$ cat src/rtl/rc_adder_pkg.sv
// Shared types and sizing helpers for the serial adder built around the
// 2-bit ripple-carry slice.
package rc_adder_pkg;

  typedef enum logic [1:0] {
    IDLE = 2'd0,
    RUN  = 2'd1,
    DONE = 2'd2
  } state_t;

  // Counter width for n digit cycles; a single digit still needs one bit.
  function automatic int cnt_width(input int n);
    return (n <= 1) ? 1 : $clog2(n);
  endfunction

endpackage

$ cat src/rtl/rc_adder.sv
// Combinational 2-bit ripple-carry slice: {cout, sum1, sum0} = {a1,a0} + {b1,b0} + c.
module rc_adder (
  input  logic a1,
  input  logic b1,
  input  logic a0,
  input  logic b0,
  input  logic c,
  output logic sum1,
  output logic sum0,
  output logic cout
);

  logic c0;

  assign sum0 = a0 ^ b0 ^ c;
  assign c0   = (a0 & b0) | (c & (a0 ^ b0));
  assign sum1 = a1 ^ b1 ^ c0;
  assign cout = (a1 & b1) | (c0 & (a1 ^ b1));

endmodule

$ cat src/rtl/rc_serial_adder.sv
// Serial adder: feeds one 2-bit digit pair per cycle through a single rc_adder
// slice, LSB digit first, and presents {cout, sum} behind valid/ready handshakes.
module rc_serial_adder
  import rc_adder_pkg::*;
#(
  parameter int WIDTH = 8
) (
  input  logic             clk,
  input  logic             rst_n,
  input  logic             in_valid,
  output logic             in_ready,
  input  logic [WIDTH-1:0] a,
  input  logic [WIDTH-1:0] b,
  input  logic             cin,
  output logic             out_valid,
  input  logic             out_ready,
  output logic [WIDTH-1:0] sum,
  output logic             cout
);

  // Handshakes: a transfer happens on a rising edge where valid and ready are
  // both high; valid never depends on ready, and ready depends only on state.
  localparam int N     = WIDTH / 2;
  localparam int CNT_W = cnt_width(N);

  state_t             state, state_n;
  logic [WIDTH-1:0]   a_sh, b_sh, sum_sh;
  logic               carry;
  logic [CNT_W-1:0]   cnt;
  logic               s1, s0, sc;
  logic               last;

  rc_adder u_slice (
    .a1   (a_sh[1]),
    .b1   (b_sh[1]),
    .a0   (a_sh[0]),
    .b0   (b_sh[0]),
    .c    (carry),
    .sum1 (s1),
    .sum0 (s0),
    .cout (sc)
  );

  assign last = (cnt == CNT_W'(N - 1));

  always_ff @(posedge clk or negedge rst_n) begin
    if (!rst_n) begin
      state <= IDLE;
    end else begin
      state <= state_n;
    end
  end

  always_comb begin
    state_n = state;
    case (state)
      IDLE:    if (in_valid)  state_n = RUN;
      RUN:     if (last)      state_n = DONE;
      DONE:    if (out_ready) state_n = IDLE;
      default: state_n = IDLE;
    endcase
  end

  always_ff @(posedge clk or negedge rst_n) begin
    if (!rst_n) begin
      a_sh   <= '0;
      b_sh   <= '0;
      sum_sh <= '0;
      carry  <= 1'b0;
      cnt    <= '0;
    end else begin
      case (state)
        IDLE: begin
          if (in_valid) begin
            a_sh   <= a;
            b_sh   <= b;
            sum_sh <= '0;
            carry  <= cin;
            cnt    <= '0;
          end
        end
        RUN: begin
          a_sh   <= a_sh >> 2;
          b_sh   <= b_sh >> 2;
          // New digit enters at the top; after N shifts it sits at the LSBs.
          sum_sh <= WIDTH'({s1, s0, sum_sh} >> 2);
          carry  <= sc;
          cnt    <= cnt + CNT_W'(1);
        end
        default: ;
      endcase
    end
  end

  assign in_ready  = (state == IDLE);
  assign out_valid = (state == DONE);
  assign sum       = sum_sh;
  assign cout      = carry;

endmodule

$ cat config.mk
export PLATFORM = sky130hd
export DESIGN_NAME = rc_serial_adder
export DESIGN_NICKNAME = d
export VERILOG_FILES = /design/src/rtl/rc_adder_pkg.sv /design/src/rtl/rc_adder.sv /design/src/rtl/rc_serial_adder.sv
export SDC_FILE = /design/constraint.sdc
export NUM_CORES = 1
export LEC_CHECK = 0
export ABC_AREA = 0
export ABC_CLOCK_PERIOD_IN_PS = 2900
export CAP_MARGIN = 15
export CORE_MARGIN = 3
export CORE_UTILIZATION = 52
export CTS_CLUSTER_DIAMETER = 200
export DETAILED_ROUTE_END_ITERATION = 12
export PLACE_DENSITY_LB_ADDON = 0.12
export SLEW_MARGIN = 20
export SYNTH_ARGS = -nofsm -noshare
export SYNTH_HDL_FRONTEND = slang
export SYNTH_SLANG_ARGS = --single-unit
export TNS_END_PERCENT = 50
$ cat constraint.sdc
create_clock -name clk -period 2.9 [get_ports clk]
set_input_delay 0.58 -clock clk [delete_from_list [all_inputs] [get_ports clk]]
set_output_delay 0.58 -clock clk [all_outputs]
set_load 0.03 [all_outputs]
* Word-level counts from Yosys, hierarchy flattened
Cells that the tools add are included.
** Word-level totals
- Register bits :: 29
- Bits in latches :: 0
- Bits in writable memories :: 0
- ROM bits :: 0
- Memories kept :: 0
** Operators by class
- Add/subtract/negate cells :: 1
- Multipliers :: 0
- Divide/modulo/power cells :: 0
- Magnitude comparators :: 0
- Equal/unequal tests :: 6
- Shift operators :: 0
- Mux-type cells :: 14
- Bitwise operators :: 10
- Reduce and logical (&&, ||, !) cells :: 4
** Operators by type and width (number)
- one-hot mux 8 bit (2 select lines) :: 3
- two-way mux 8 bit :: 3
- two-way mux 2 bit :: 4
- one-hot mux 2 bit (3 select lines) :: 1
- bitwise AND 1 bit :: 4
- equality test 2 bit (second input constant) :: 2
- inequality test 2 bit (second input constant) :: 2
- one-hot mux 2 bit (2 select lines) :: 1
- bitwise XOR 1 bit :: 4
- AND reduction 3 bit :: 1
- adder 2 x 1 -> 2 bit (second input constant) :: 1
- equality test 2 x 1 -> 1 bit (second input constant) :: 1
- logical NOT 2 bit :: 1
- inequality test 2 x 1 -> 1 bit (second input constant) :: 1
- bitwise OR 1 bit :: 2
- one-hot mux 1 bit (2 select lines) :: 1
- AND reduction 2 bit :: 1
- nonzero test 2 bit :: 1
- two-way mux 1 bit :: 1

* Longest topological paths before layout
- Word-level depth :: 6
- Mapped depth :: 5
- Gate-level depth less buffers :: 4

* Modules after synthesis
A second synthesis with hierarchy kept.
** Second synthesis, totals
- Cells, all modules :: 119
- Area total of the unflattened synthesis :: 1311.3 sq um
** By module, submodules not included
- rc_serial_adder :: instances 1, cells an instance 109, area each 1241.2 sq um, seq. area each 725.7 sq um
- rc_adder :: instances 1, cells an instance 10, area each 70.1 sq um, seq. area each 0.0 sq um

* Least setup slack after synthesis
Ideal clock, no wire load.
- Path type :: register to register
- Start point :: register carry (netlist: cout)
- End point :: register sum_sh[7] (netlist: sum[7])
- Arrival :: 1621 ps
- Required time :: 2768 ps
- Path slack :: 1148 ps
- Stages on the path, launching flop included :: 5
- Buffers on the path :: 0
- Cells stage by stage :: dfrtp_1 > inv_1 > fa_1 > fa_1 > o21ai_0
** On the way
- Longest elaborated chain between the ends :: 4
** Ends and longest elaborated chain
- start, declared :: RTL line rc_serial_adder.sv:28 : logic carry;
- start signal, assigned :: RTL line rc_serial_adder.sv:78 : carry <= cin;
- bitwise AND 1 bit :: RTL line rc_adder.sv:16 : assign c0 = (a0 & b0) | (c & (a0 ^ b0));
- bitwise OR 1 bit :: RTL line rc_adder.sv:16
- bitwise XOR 1 bit :: RTL line rc_adder.sv:17 : assign sum1 = a1 ^ b1 ^ c0;
- one-hot mux 8 bit (2 select lines) :: RTL line rc_serial_adder.sv:72 : case (state)
- end signal, assigned :: RTL line rc_serial_adder.sv:86 : sum_sh <= WIDTH'({s1, s0, sum_sh} >> 2);
- end, declared :: RTL line rc_serial_adder.sv:27 : logic [WIDTH-1:0] a_sh, b_sh, sum_sh;
No other way between the ends.
A chain may end at the register's enable or synchronous reset.

* Final worst setup path
- Start point :: register state[1]
- End point :: output port out_valid
** On the way
- Longest elaborated chain between the ends :: 1
** Ends and longest elaborated chain
- start, declared :: RTL line rc_serial_adder.sv:26 : state_t state, state_n;
- start signal, assigned :: RTL line rc_serial_adder.sv:50 : state <= state_n;
- equality test 2 bit :: RTL line rc_serial_adder.sv:96 : assign out_valid = (state == DONE);
- end, declared :: RTL line rc_serial_adder.sv:15 : output logic out_valid,
No other way between the ends.

==> reports/qor.yml <==
outcome: "finished clean"
clock_skew_ps: 8.82
first_global_vias: 1027
hold_buffers: 0
yosys_register_bits: 29
synth-seq-area-share_pct: 55.0
startpoint_type: "register"
max_freq_mhz: 389
vias: 1010
rsz0062_at_grt: "no"
core-area_mm2: 0.00232
tritoncts: "done"
worst_pin_slew_ps: 697
relSlewSlack_pct: 53.5
fill_cells: 191
power.leakage_nw: 0.717
synth.cell_area_mm2: 0.00132
crit_arrival_ps: 1990
synth_nets: 138
hold_path_class: "reg2reg"
yosys.cell_types.count: 30
synthToLayoutAreaGrowth_pct: 26.4
fin_nets: 168
first_pass_iters: 4
grtUsageTotal_pct: 19.3
async_reset_ff_share_pct: 100
die_h_um: 56.4
clk-insertion-delay-late_ps: 320
worstPathRequired_ps: 2320
p_switching_mw: 0.773
internal_power_mw: 1.11
finalCriticalPeriod_ps: 2570
floorplan.initialDensity_pct: 56.9
critPathKind: "reg2out"
hold_violations: 0
seq_area_um2: 726
multi_input_area_um2: 514
drive_above_1_share_pct: 9.66
synth_edf_count: 0
num_antenna_cells: 0
yosys_warnings: 0
path_max_fanout: 12
post_cts_buffers: 0
synth_flop_cell: "dfrtp_1"
wirelength_mm: 2.80
row_count: 17
pwr-share-clk_pct: 12.0
cts_max_level: 2
finalMaxSlewViolations: 0
drtIter0Drc: 34
die_w_um: 56.4
ioPinCount: 32
synthCells: 114
port_buffers: 31
gp_congestion: 0.838
numCtsBuffers: 5
postCtsResizedCells: 0
setup_viol: 0
grt_overflow: 0
powerDensity_mw_per_mm2: 1130
avgSynthCellArea_um2: 11.6
cts_root_buf: "clkbuf_4"
tns_ps: 0
clock-sinks: 29
routedWlPerCell_um: 16.2
viasPerCell: 5.84
ant_nets: 0
die_area_mm2: 0.00318
seqPwrFrac_pct: 39.5
dp_hpwl_mm: 2.00
drc: 0
grt_max_degree: 30
finalCritPeriodShare_pct: 88.7
drv_cap: 0
path_clk_slew_ps: 80
grt_pass1_wl_mm: 4.79
end_kind: "output pin"
p_sw_share_pct: 41.0
peakVddDrop_mv: 0.717
comb_power_share_pct: 48.4
hold_slack_ps: 497
antenna_found_initial: 0
clk_path_buf_depth: 2
synthesized netlist by cell type (all sizes together), types with 2 or more instances:
| cell type | n | share of area (%) |
|---|---|---|
| a21oi | 5 | 1.9 |
| a22o | 7 | 4.6 |
| a2bb2oi | 6 | 4.0 |
| a32o | 2 | 1.5 |
| buf | 7 | 3.4 |
| clkbuf | 2 | 0.66 |
| dfrtp | 29 | 55 |
| fa | 2 | 3.0 |
| inv | 7 | 2.0 |
| nand2 | 6 | 1.7 |
| nand2b | 4 | 2.5 |
| nand3b | 2 | 1.1 |
| nor2 | 4 | 1.9 |
| o21ai | 7 | 2.7 |
| o221a | 2 | 1.7 |
| o22ai | 14 | 6.6 |
cells in the final DEF, fill, tap and decap left out:
master | synthesis | final
nand3b_1 | 2 | 2
nor2b_1 | 1 | 1
inv_1 | 6 | 6
a221oi_2 | 1 | 1
inv_2 | 1 | 1
clkdlybuf4s50_1 | 0 | 31
dfrtp_1 | 29 | 29
or2_1 | 1 | 1
o31ai_1 | 1 | 1
fa_1 | 2 | 2
o21bai_2 | 1 | 1
clkbuf_1 | 1 | 3
o32ai_1 | 1 | 1
a22o_1 | 7 | 7
o21ai_0 | 7 | 7
clkbuf_4 | 0 | 5
a32o_1 | 2 | 2
nand2_1 | 6 | 6
o22ai_1 | 14 | 14
and2b_1 | 1 | 1
nor2_4 | 1 | 1
nand2b_4 | 1 | 1
a2bb2oi_1 | 6 | 6
ha_1 | 1 | 1
a21oi_1 | 5 | 5
nand2b_1 | 3 | 3
buf_4 | 4 | 1
nor2_1 | 2 | 2
o221a_2 | 2 | 2
nor2_2 | 1 | 1
sequential cells by signal, summed over array words and instances (netlist names):
signal	cells
b_sh	8
state	2
cout	1
sum	8
cnt	2
a_sh	8
stage by stage:
step                utilization [%]  cell area (um2)  total power, mW  std cells  worst slack (ps)
finish                         71.9             1670             1.88        173               327
global route                   71.9             1670             2.02        173               205
CTS                            71.9             1670             1.90        173               327
detailed placement             69.8             1620             1.66        165               665
global placement               69.8             1620             1.64        165               724
floorplan                         -             1320             1.40        114              1150
routing by layer:
layer  global-route usage, %  vias up  wire [um]
met1                    27.2      496       1290
met3                    6.21        4        159
met5                       0        -          0
met4                    6.78        0         27
li1                        -      482          -
met2                    28.0       28       1320
cell families (layout without fill, tap and decap cells):
family	Yosys count	after routing	share of synthesized area (%)
fa+ha+maj	3	3	3.98
compound gates	47	47	26.3
simple gates	19	19	8.72
flops	29	29	55.0
buf+inv	16	47	6.07
critical path, stage by stage (launching register included):
cell and delay, ps:
dfrtp_1 570, inv_1 280, nor2_1 150, clkdlybuf4s50_1 680
layout make-up:
| cell class | count | area share [%] |
|---|---|---|
| sequential | 29 | 43.5 |
| multi-input combinational | 69 | 30.8 |
| timing repair buffer | 32 | 19.1 |
| clock buffer | 8 | 2.93 |
| tap | 28 | 2.10 |
| inverter | 7 | 1.58 |
power groups by stage:
stage / clock network [mW] / logic (mW) / registers [mW]
floorplan: 0 / 0.598 / 0.800
global placement: 0 / 0.897 / 0.742
detailed placement: 0 / 0.911 / 0.753
CTS: 0.231 / 0.922 / 0.744
global route: 0.246 / 1.00 / 0.773
finish: 0.227 / 0.912 / 0.745
final timing paths:
check                           slack, ps                 start             endpoint  depth (start not counted)
worst max-delay path                  330  state[1]$_DFFE_PN0P_            out_valid                          3
worst min-delay path                  500    cnt[0]$_DFFE_PN0P_   cnt[0]$_DFFE_PN0P_                          1
worst max register to register       1250      cout$_DFFE_PN0P_     cout$_DFFE_PN0P_                          4
worst min register to register        500    cnt[0]$_DFFE_PN0P_   cnt[0]$_DFFE_PN0P_                          1
max in group asynchronous            1990                 rst_n  a_sh[1]$_DFFE_PN0P_                          2
min in group asynchronous             630                 rst_n  b_sh[5]$_DFFE_PN0P_                          2
No activity file was read; power rests on OpenSTA's default activity.
